[config.mk]
export PLATFORM = sky130hd
export DESIGN_NAME = risc_fetch_sequencer_flat
export DESIGN_NICKNAME = d
export VERILOG_FILES = /design/src/rtl/risc_fetch_sequencer_pkg.sv /design/src/rtl/risc_fetch_sequencer_if.sv /design/src/rtl/risc_fetch_sequencer.sv /design/src/flat_wrapper.sv
export SDC_FILE = /design/constraint.sdc
export NUM_CORES = 1
export LEC_CHECK = 0
export CELL_PAD_IN_SITES_DETAIL_PLACEMENT = 0
export CELL_PAD_IN_SITES_GLOBAL_PLACEMENT = 2
export CORE_ASPECT_RATIO = 1.2
export CORE_MARGIN = 10
export CORE_UTILIZATION = 27
export CTS_CLUSTER_SIZE = 10
export DETAILED_ROUTE_END_ITERATION = 6
export GPL_ROUTABILITY_DRIVEN = 0
export HOLD_SLACK_MARGIN = 0.03
export PLACE_DENSITY = 0.89
export SLEW_MARGIN = 20
export SYNTH_ARGS = -nofsm -noshare
export SYNTH_HDL_FRONTEND = slang
export SYNTH_SLANG_ARGS = --single-unit
[constraint.sdc]
create_clock -name CLK -period 3.6 [get_ports CLK]
set_input_delay 0.54 -clock CLK [delete_from_list [all_inputs] [get_ports CLK]]
set_output_delay 0.54 -clock CLK [all_outputs]
set_load 0.05 [all_outputs]
[src/rtl/risc_fetch_sequencer_pkg.sv]
// Shared types and sizing for the RISC fetch-stage PC sequencer.
//   seq_state_t : externally visible sequencer state (RUN/STALL/FLUSH/HALT)
//   in_imem     : true when an address falls inside instruction memory
package risc_fetch_sequencer_pkg;

    localparam int unsigned PC_W        = 8;
    localparam int unsigned IMEM_DEPTH  = 100;
    localparam int unsigned FLUSH_SLOTS = 2;
    localparam int unsigned CNT_W       = 16;
    localparam int unsigned FLUSH_W     = 2;

    typedef enum logic [1:0] {
        SEQ_RUN   = 2'd0,
        SEQ_STALL = 2'd1,
        SEQ_FLUSH = 2'd2,
        SEQ_HALT  = 2'd3
    } seq_state_t;

    function automatic logic in_imem(input logic [PC_W-1:0] addr);
        return 32'(addr) < IMEM_DEPTH;
    endfunction

endpackage

[src/rtl/risc_fetch_sequencer_if.sv]
// Fetch-sequencer bus: EX redirects, ID stall, halt/resume control, and the
// PC / branch_predict / status returned to RISC_IF.
//   master : pipeline side (drives control, sees PC and status)
//   slave  : the sequencer
interface risc_fetch_sequencer_if;
    import risc_fetch_sequencer_pkg::*;

    logic              stall;
    logic              redirect_valid;
    logic [PC_W-1:0]   redirect_target;
    logic              halt_req;
    logic              resume;
    logic [PC_W-1:0]   resume_pc;
    logic [PC_W-1:0]   PC1_pre_fetch;
    logic [PC_W-1:0]   PC;
    logic              branch_predict;
    seq_state_t        seq_state;
    logic [CNT_W-1:0]  fetch_count;

    modport master (
        output stall, redirect_valid, redirect_target, halt_req, resume,
               resume_pc, PC1_pre_fetch,
        input  PC, branch_predict, seq_state, fetch_count
    );

    modport slave (
        input  stall, redirect_valid, redirect_target, halt_req, resume,
               resume_pc, PC1_pre_fetch,
        output PC, branch_predict, seq_state, fetch_count
    );

endinterface

[src/rtl/risc_fetch_sequencer.sv]
// Program-counter sequencer for the RISC fetch stage.
//   CLK   : clock, PC updates on posedge
//   reset : asynchronous active-low reset
//   bus   : slave side of risc_fetch_sequencer_if (redirect/stall/halt/resume
//           in; PC, branch_predict, seq_state, fetch_count out)
// Next-PC priority: resume (in HALT) > redirect > halt_req > stall > sequential.
// branch_predict is a decode of state and redirect_valid, so it drops in the
// same cycle a redirect arrives.
module risc_fetch_sequencer
    import risc_fetch_sequencer_pkg::*;
(
    input  logic                    CLK,
    input  logic                    reset,
    risc_fetch_sequencer_if.slave   bus
);

    seq_state_t          state_q, state_d;
    logic [PC_W-1:0]     pc_q, pc_d;
    logic [FLUSH_W-1:0]  flush_q, flush_d;
    logic [CNT_W-1:0]    cnt_q, cnt_d;
    logic                seq_ok;

    // State, PC and counters
    always_ff @(posedge CLK or negedge reset) begin
        if (!reset) begin
            state_q <= SEQ_RUN;
            pc_q    <= '0;
            flush_q <= '0;
            cnt_q   <= '0;
        end else begin
            state_q <= state_d;
            pc_q    <= pc_d;
            flush_q <= flush_d;
            cnt_q   <= cnt_d;
        end
    end

    // Next state / next PC
    always_comb begin
        state_d = state_q;
        pc_d    = pc_q;
        flush_d = flush_q;
        cnt_d   = cnt_q;
        seq_ok  = in_imem(bus.PC1_pre_fetch);

        if (state_q == SEQ_HALT) begin
            // Redirects are ignored while halted; only resume restarts fetch.
            if (bus.resume) begin
                pc_d    = bus.resume_pc;
                state_d = SEQ_RUN;
            end
        end else if (bus.redirect_valid) begin
            pc_d    = bus.redirect_target;
            flush_d = FLUSH_W'(FLUSH_SLOTS - 1);
            state_d = SEQ_FLUSH;
        end else if (bus.halt_req) begin
            state_d = SEQ_HALT;
        end else if (state_q == SEQ_FLUSH) begin
            // Stall freezes both PC and the squash countdown.
            if (bus.stall) begin
                if (flush_q == '0) begin
                    state_d = SEQ_STALL;
                end
            end else if (!seq_ok) begin
                state_d = SEQ_HALT;
            end else begin
                pc_d = bus.PC1_pre_fetch;
                if (flush_q == '0) begin
                    state_d = SEQ_RUN;
                end else begin
                    flush_d = flush_q - FLUSH_W'(1);
                end
            end
        end else begin
            // RUN and STALL: the word at PC is valid once it is not stalled.
            if (bus.stall) begin
                state_d = SEQ_STALL;
            end else begin
                cnt_d = cnt_q + CNT_W'(1);
                if (!seq_ok) begin
                    state_d = SEQ_HALT;
                end else begin
                    pc_d    = bus.PC1_pre_fetch;
                    state_d = SEQ_RUN;
                end
            end
        end
    end

    assign bus.PC             = pc_q;
    assign bus.seq_state      = state_q;
    assign bus.fetch_count    = cnt_q;
    assign bus.branch_predict = ((state_q == SEQ_RUN) || (state_q == SEQ_STALL))
                                && !bus.redirect_valid;

endmodule

[src/flat_wrapper.sv]
// flat-port wrapper written by rule: the top's interface ports become plain ports
module risc_fetch_sequencer_flat import risc_fetch_sequencer_pkg::*;
  (CLK, reset, bus_stall, bus_redirect_valid, bus_redirect_target, bus_halt_req, bus_resume, bus_resume_pc, bus_PC1_pre_fetch, bus_PC, bus_branch_predict, bus_seq_state, bus_fetch_count);
  risc_fetch_sequencer_if bus_i ();
  input  logic CLK;
  input  logic reset;
  input wire logic [$bits(bus_i.stall)-1:0] bus_stall;
  input wire logic [$bits(bus_i.redirect_valid)-1:0] bus_redirect_valid;
  input wire logic [$bits(bus_i.redirect_target)-1:0] bus_redirect_target;
  input wire logic [$bits(bus_i.halt_req)-1:0] bus_halt_req;
  input wire logic [$bits(bus_i.resume)-1:0] bus_resume;
  input wire logic [$bits(bus_i.resume_pc)-1:0] bus_resume_pc;
  input wire logic [$bits(bus_i.PC1_pre_fetch)-1:0] bus_PC1_pre_fetch;
  output wire logic [$bits(bus_i.PC)-1:0] bus_PC;
  output wire logic [$bits(bus_i.branch_predict)-1:0] bus_branch_predict;
  output wire logic [$bits(bus_i.seq_state)-1:0] bus_seq_state;
  output wire logic [$bits(bus_i.fetch_count)-1:0] bus_fetch_count;
  assign bus_i.stall = bus_stall;
  assign bus_i.redirect_valid = bus_redirect_valid;
  assign bus_i.redirect_target = bus_redirect_target;
  assign bus_i.halt_req = bus_halt_req;
  assign bus_i.resume = bus_resume;
  assign bus_i.resume_pc = bus_resume_pc;
  assign bus_i.PC1_pre_fetch = bus_PC1_pre_fetch;
  assign bus_PC = bus_i.PC;
  assign bus_branch_predict = bus_i.branch_predict;
  assign bus_seq_state = bus_i.seq_state;
  assign bus_fetch_count = bus_i.fetch_count;
  risc_fetch_sequencer u_core (.CLK(CLK), .reset(reset), .bus(bus_i));
endmodule
# Word-level counts from Yosys, hierarchy flattened
# Index checks and enable logic that the tools add are counted.
classes:
  eq_ne: 11
  bitwise_logic: 5
  n_addsub: 2
  mux: 23
  magnitude_cmp: 1
  n_reduce_logical: 12
op_table:
  columns: ["cell", "count"]
  rows:
  - ["2-to-1 mux 8 bit", 6]
  - ["2-to-1 mux 2 bit", 17]
  - ["adder 16 x 1 -> 16 bit (second input constant)", 1]
  - ["< comparator 8 x 7 -> 1 bit (second input constant)", 1]
  - ["inequality test 2 bit (second input constant)", 3]
  - ["inequality test 6 x 5 -> 1 bit (second input constant)", 1]
  - ["inequality test 6 bit (second input constant)", 1]
  - ["AND reduction 6 bit", 1]
  - ["NOT 1 bit", 5]
  - ["AND reduction 5 bit", 1]
  - ["== test 2 bit (second input constant)", 2]
  - ["logical NOT 2 bit", 2]
  - ["AND reduction 4 bit", 1]
  - ["nonzero test 2 bit", 2]
  - ["inequality test 3 x 1 -> 1 bit (second input constant)", 1]
  - ["inequality test 3 x 2 -> 1 bit (second input constant)", 1]
  - ["AND reduction 3 bit", 1]
  - ["nonzero test 3 bit", 1]
  - ["== test 2 x 1 -> 1 bit (second input constant)", 1]
  - ["inequality test 2 x 1 -> 1 bit (second input constant)", 1]
  - ["subtractor 2 x 1 -> 2 bit (second input constant)", 1]
  - ["logical AND 1 bit", 1]
  - ["logical NOT 1 bit", 1]
  - ["logical OR 1 bit", 1]
totals:
  register_bits: 28
  wordCells: 58

# Logic depth before layout (Yosys ltp)
depth:
  depth_word: 8
  ltp_mapped: 6

# Least setup slack after synthesis
# OpenSTA, ideal clock, no wires.
synth_path:
  path_type: "input-to-reg"
  startpoint: "input port bus_redirect_valid"
  endpoint: "register u_core.cnt_q[13] (netlist: u_core.bus.fetch_count[13])"
  arrival_time_ns: 2.115
  slack_ns: 1.403
  path_stages: 6
  cell_sequence: "buf_6 or4_4 buf_6 or4_4 nor2_2 xor2_1"
synth_via:
  elab_chain_cells: 2
synth_lines:
  columns: ["element", "line_no", "text"]
  rows:
  - ["start, declared", "flat_wrapper.sv:8", "input wire logic [$bits(bus_i.redirect_valid)-1:0] bus_redirect_valid;"]
  - ["NOT 1 bit (no source line)", null, null]
  - ["AND reduction 5 bit (no source line)", null, null]
  - ["end signal, assigned", "risc_fetch_sequencer.sv:34", "cnt_q <= cnt_d;"]
  - ["end, declared", "risc_fetch_sequencer.sv:20", "logic [CNT_W-1:0] cnt_q, cnt_d;"]
# No other way between the ends.
# A chain may end at the register's enable or synchronous reset.

# Final worst setup path
layout_path:
  startpoint: "input port bus_redirect_valid"
  endpoint: "output port bus_branch_predict"
layout_via:
  elab_chain_cells: 2
layout_lines:
  columns: ["element", "line_no", "text"]
  rows:
  - ["logical NOT 1 bit", "risc_fetch_sequencer.sv:94", "&& !bus.redirect_valid;"]
  - ["logical AND 1 bit", "risc_fetch_sequencer.sv:94", null]
  - ["end, declared", "flat_wrapper.sv:15", "output wire logic [$bits(bus_i.branch_predict)-1:0] bus_branch_predict;"]
# No other way between the ends.

==> run_results.csv <==
group,metric,value,unit
run_status,status,"complete, no violations",
power,pwr-share-clk,15.5,%
clock_tree,cts_hold_buf,0,
power,ir_drop,0.2740,mV
synthesis,synth_flop_cell,"dfrtp_1",
routing,drt_wl_total,3703,um
clock_tree,cts_tree,"built",
global_route,first_global_vias,1347,
finish,stdcell_count,258,
place,io_buffers,56,
power,pwr-share-seq,34.8,%
clock_tree,cts_setup_buffers,0,
global_route,grt_max_degree,29,
finish,finish.utilization,40.47,%
synthesis,synth_seq_cells,28,
sta,finalCriticalPeriod,2649,ps
synthesis,yosys_warnings,0,
floorplan,die_w,86.50,um
clock_tree,numCtsBuffers,3,
worst_setup_path,path_cells,"clkdlybuf4s50_1 > nor2_1 > clkdlybuf4s50_1",
routing,drtIter0Drc,47,
worst_setup_path,path_class,"input port to output pin",
floorplan,die_area,8632,um^2
sta,fin_worst_skew,3.265,ps
worst_setup_path,critical_path.max_stage_delay,820,ps
routing,route.met3.wl,517,um
sta,period_share,73.60,%
hold_path,min_path_type,"flip-flop to flip-flop",
worst_setup_path,cp_max_fo,9,
routing,via_count,1184,
place,place_area,2059,um^2
worst_setup_path,endpoint_kind,"output pin",
power,p_sw,0.5515,mW
power,p_int,0.7276,mW
clock_tree,cts.sinks,28,
routing,top_layer,"met4",
flow_run,maxCapViolations,0,
routing,first_pass_iters,4,
global_route,grt_pass1_wl,6361,um
worst_setup_path,worstPathRequired,3060,ps
finish,antenna_cells,0,
clock_tree,clk_pin_slew,90,ps
finish,syn_to_final_growth,47.60,%
place,hpwl,2952,um
power,cellPowerDensity,604.9,nW/um^2
routing,antenna_left,0,
routing,wl_met1,1434,um
synthesis,synth_area_per_cell,10.38,um^2
sta,finalHoldViolations,0,
routing,drc_errors,0,
floorplan,start_util,27.42,%
worst_setup_path,critPathBufInv,2,
synthesis,ys_seq_area_share,48.91,%
power,p_total,1.279,mW
power,p_leak,0.8868,nW
synthesis,syn_area,1433,um^2
floorplan,core_area,5225,um^2
floorplan,rows,29,
synthesis,synth_edf_count,0,
synthesis,synthesis.nets,170,
clock_tree,root_buffer,"clkbuf_8",
clock_tree,cts_resized,0,
routing,wl_met2,1704,um
clock_tree,htreeDepth,1,
sta,rsz0062_at_grt,"no",
routing,wl_per_cell,14.35,um
power,comb_power_share,49.7,%
finish,drive_gt1_share,10.71,%
synthesis,syn_inst,138,
sta,relSlewSlack,57.42,%
worst_setup_path,cp_top_family,"buffers and inverters",
place,placed_cells,254,
clock_tree,clockBufferDepth,2,
sta,setup-violations-final,0,
floorplan,num_io_pins,57,
global_route,antenna_found_initial,0,
worst_setup_path,cpMostUsedCell,"clkdlybuf4s50_1",
global_route,grt_usage,8.960,%
synthesis,async_flop_share,100.0,%
global_route,gr-total-overflow,0,
power,power.share.switching,43.12,%
sta,worstMarginPinSlew,632.9,ps
finish,nets,229,
sta,tns,0,ps
floorplan,die_h,99.80,um
clock_tree,clk_latency,280,ps
worst_setup_path,crit_path_top_delay_cell,"clkdlybuf4s50_1",
worst_setup_path,critPathArrivalTime,2110,ps
sta,finalMaxSlewViolations,0,
finish,final_cell_area,2115,um^2
worst_setup_path,cp-start-kind,"input port",
routing,drt-vias-per-instance,4.589,
sta,fmax,377.4,MHz
synthesis,synth_cell_types,27,
## placed cells by master (no fill, tap or decap), types with 4 or more instances in the layout
cell / n
inv_1: 4
dfrtp_1: 28
mux2_2: 8
clkbuf_8: 4
nand4_1: 4
clkdlybuf4s50_1: 56
o21ai_0: 9
nor2_1: 4
a21oi_1: 4
mux2i_1: 8
nand2_1: 22
nor3_1: 5
xor2_1: 7
nand3_1: 4
xnor2_1: 9
## flip-flops by register name (all words and copies together), names as in the netlist
register,flops
u_core.bus.fetch_count,16
u_core.bus.PC,8
u_core.bus.seq_state,2
u_core.flush_q,2
## logic make-up after synthesis
group | count (synthesis) | synth area share, %
fa+ha+maj | 2 | 1.746
mux | 16 | 11.88
simple gates | 49 | 16.86
buf+inv | 9 | 3.406
compound gates | 18 | 7.424
xor+xnor | 16 | 9.782
flops | 28 | 48.91
## metrics by stage
| stage | hold slack (ps) | worst slack, ps |
|---|---|---|
| 3_5_place_dp | 463.8 | 884.0 |
| 3_3_place_gp | 458.7 | 928.0 |
| 2_1_floorplan | 244.4 | 1403 |
| 4_1_cts | 478.4 | 935.2 |
| 5_1_grt | 506.4 | 855.4 |
| 6_report | 474.8 | 950.5 |
## area by class of cell
class	instances	area, um^2
multi-input cells	101	683.2
repair buffers	59	583.1
fillers	543	3110
well taps	62	77.57
flip-flops and latches	28	700.7
inverters	4	15.01
clock buffers	4	55.05
## power groups by stage
stage                     logic, mW  clock network [mW]  registers (mW)
after floorplan               0.180                   0           0.686
after global placement        0.646                   0           0.450
after detailed placement      0.646                   0           0.453
after CTS                     0.648               0.214           0.448
after global routing          0.682               0.222           0.461
final                         0.636               0.198           0.445
## metal layers
metal	global-route usage, %	up-vias
met5	0	-
met4	3.371	0
met3	5.267	4
met2	14.85	52
met1	9.038	536
li1	-	592
## cell usage after synthesis, drive strengths merged (3+ instances only)
cell type  count  area, um^2
xnor2          9       78.83
a21oi          5       28.78
clkbuf         3       11.26
dfrtp         28       700.7
inv            4       15.01
xor2           7       61.31
nand2         22       82.58
mux2           8       90.09
nor3           5       25.02
nand4          4       25.02
o21ai          9       45.04
nor2           7       33.78
mux2i          8       80.08
nand3          4       20.02
## worst paths after layout
check | slack (ps) | end | from | cells after the start
min in group asynchronous | 640 | u_core.bus.PC[1] | reset | 2
hold / removal | 470 | u_core.bus.fetch_count[15] | u_core.bus.fetch_count[15] | 1
setup reg to reg | 1610 | u_core.bus.fetch_count[11] | u_core.bus.seq_state[1] | 4
max in group asynchronous | 2690 | u_core.bus.fetch_count[1] | reset | 2
hold reg to reg | 470 | u_core.bus.fetch_count[15] | u_core.bus.fetch_count[15] | 1
setup / recovery | 950 | bus_branch_predict | bus_redirect_valid | 3
(Power assumes the default switching activity.)
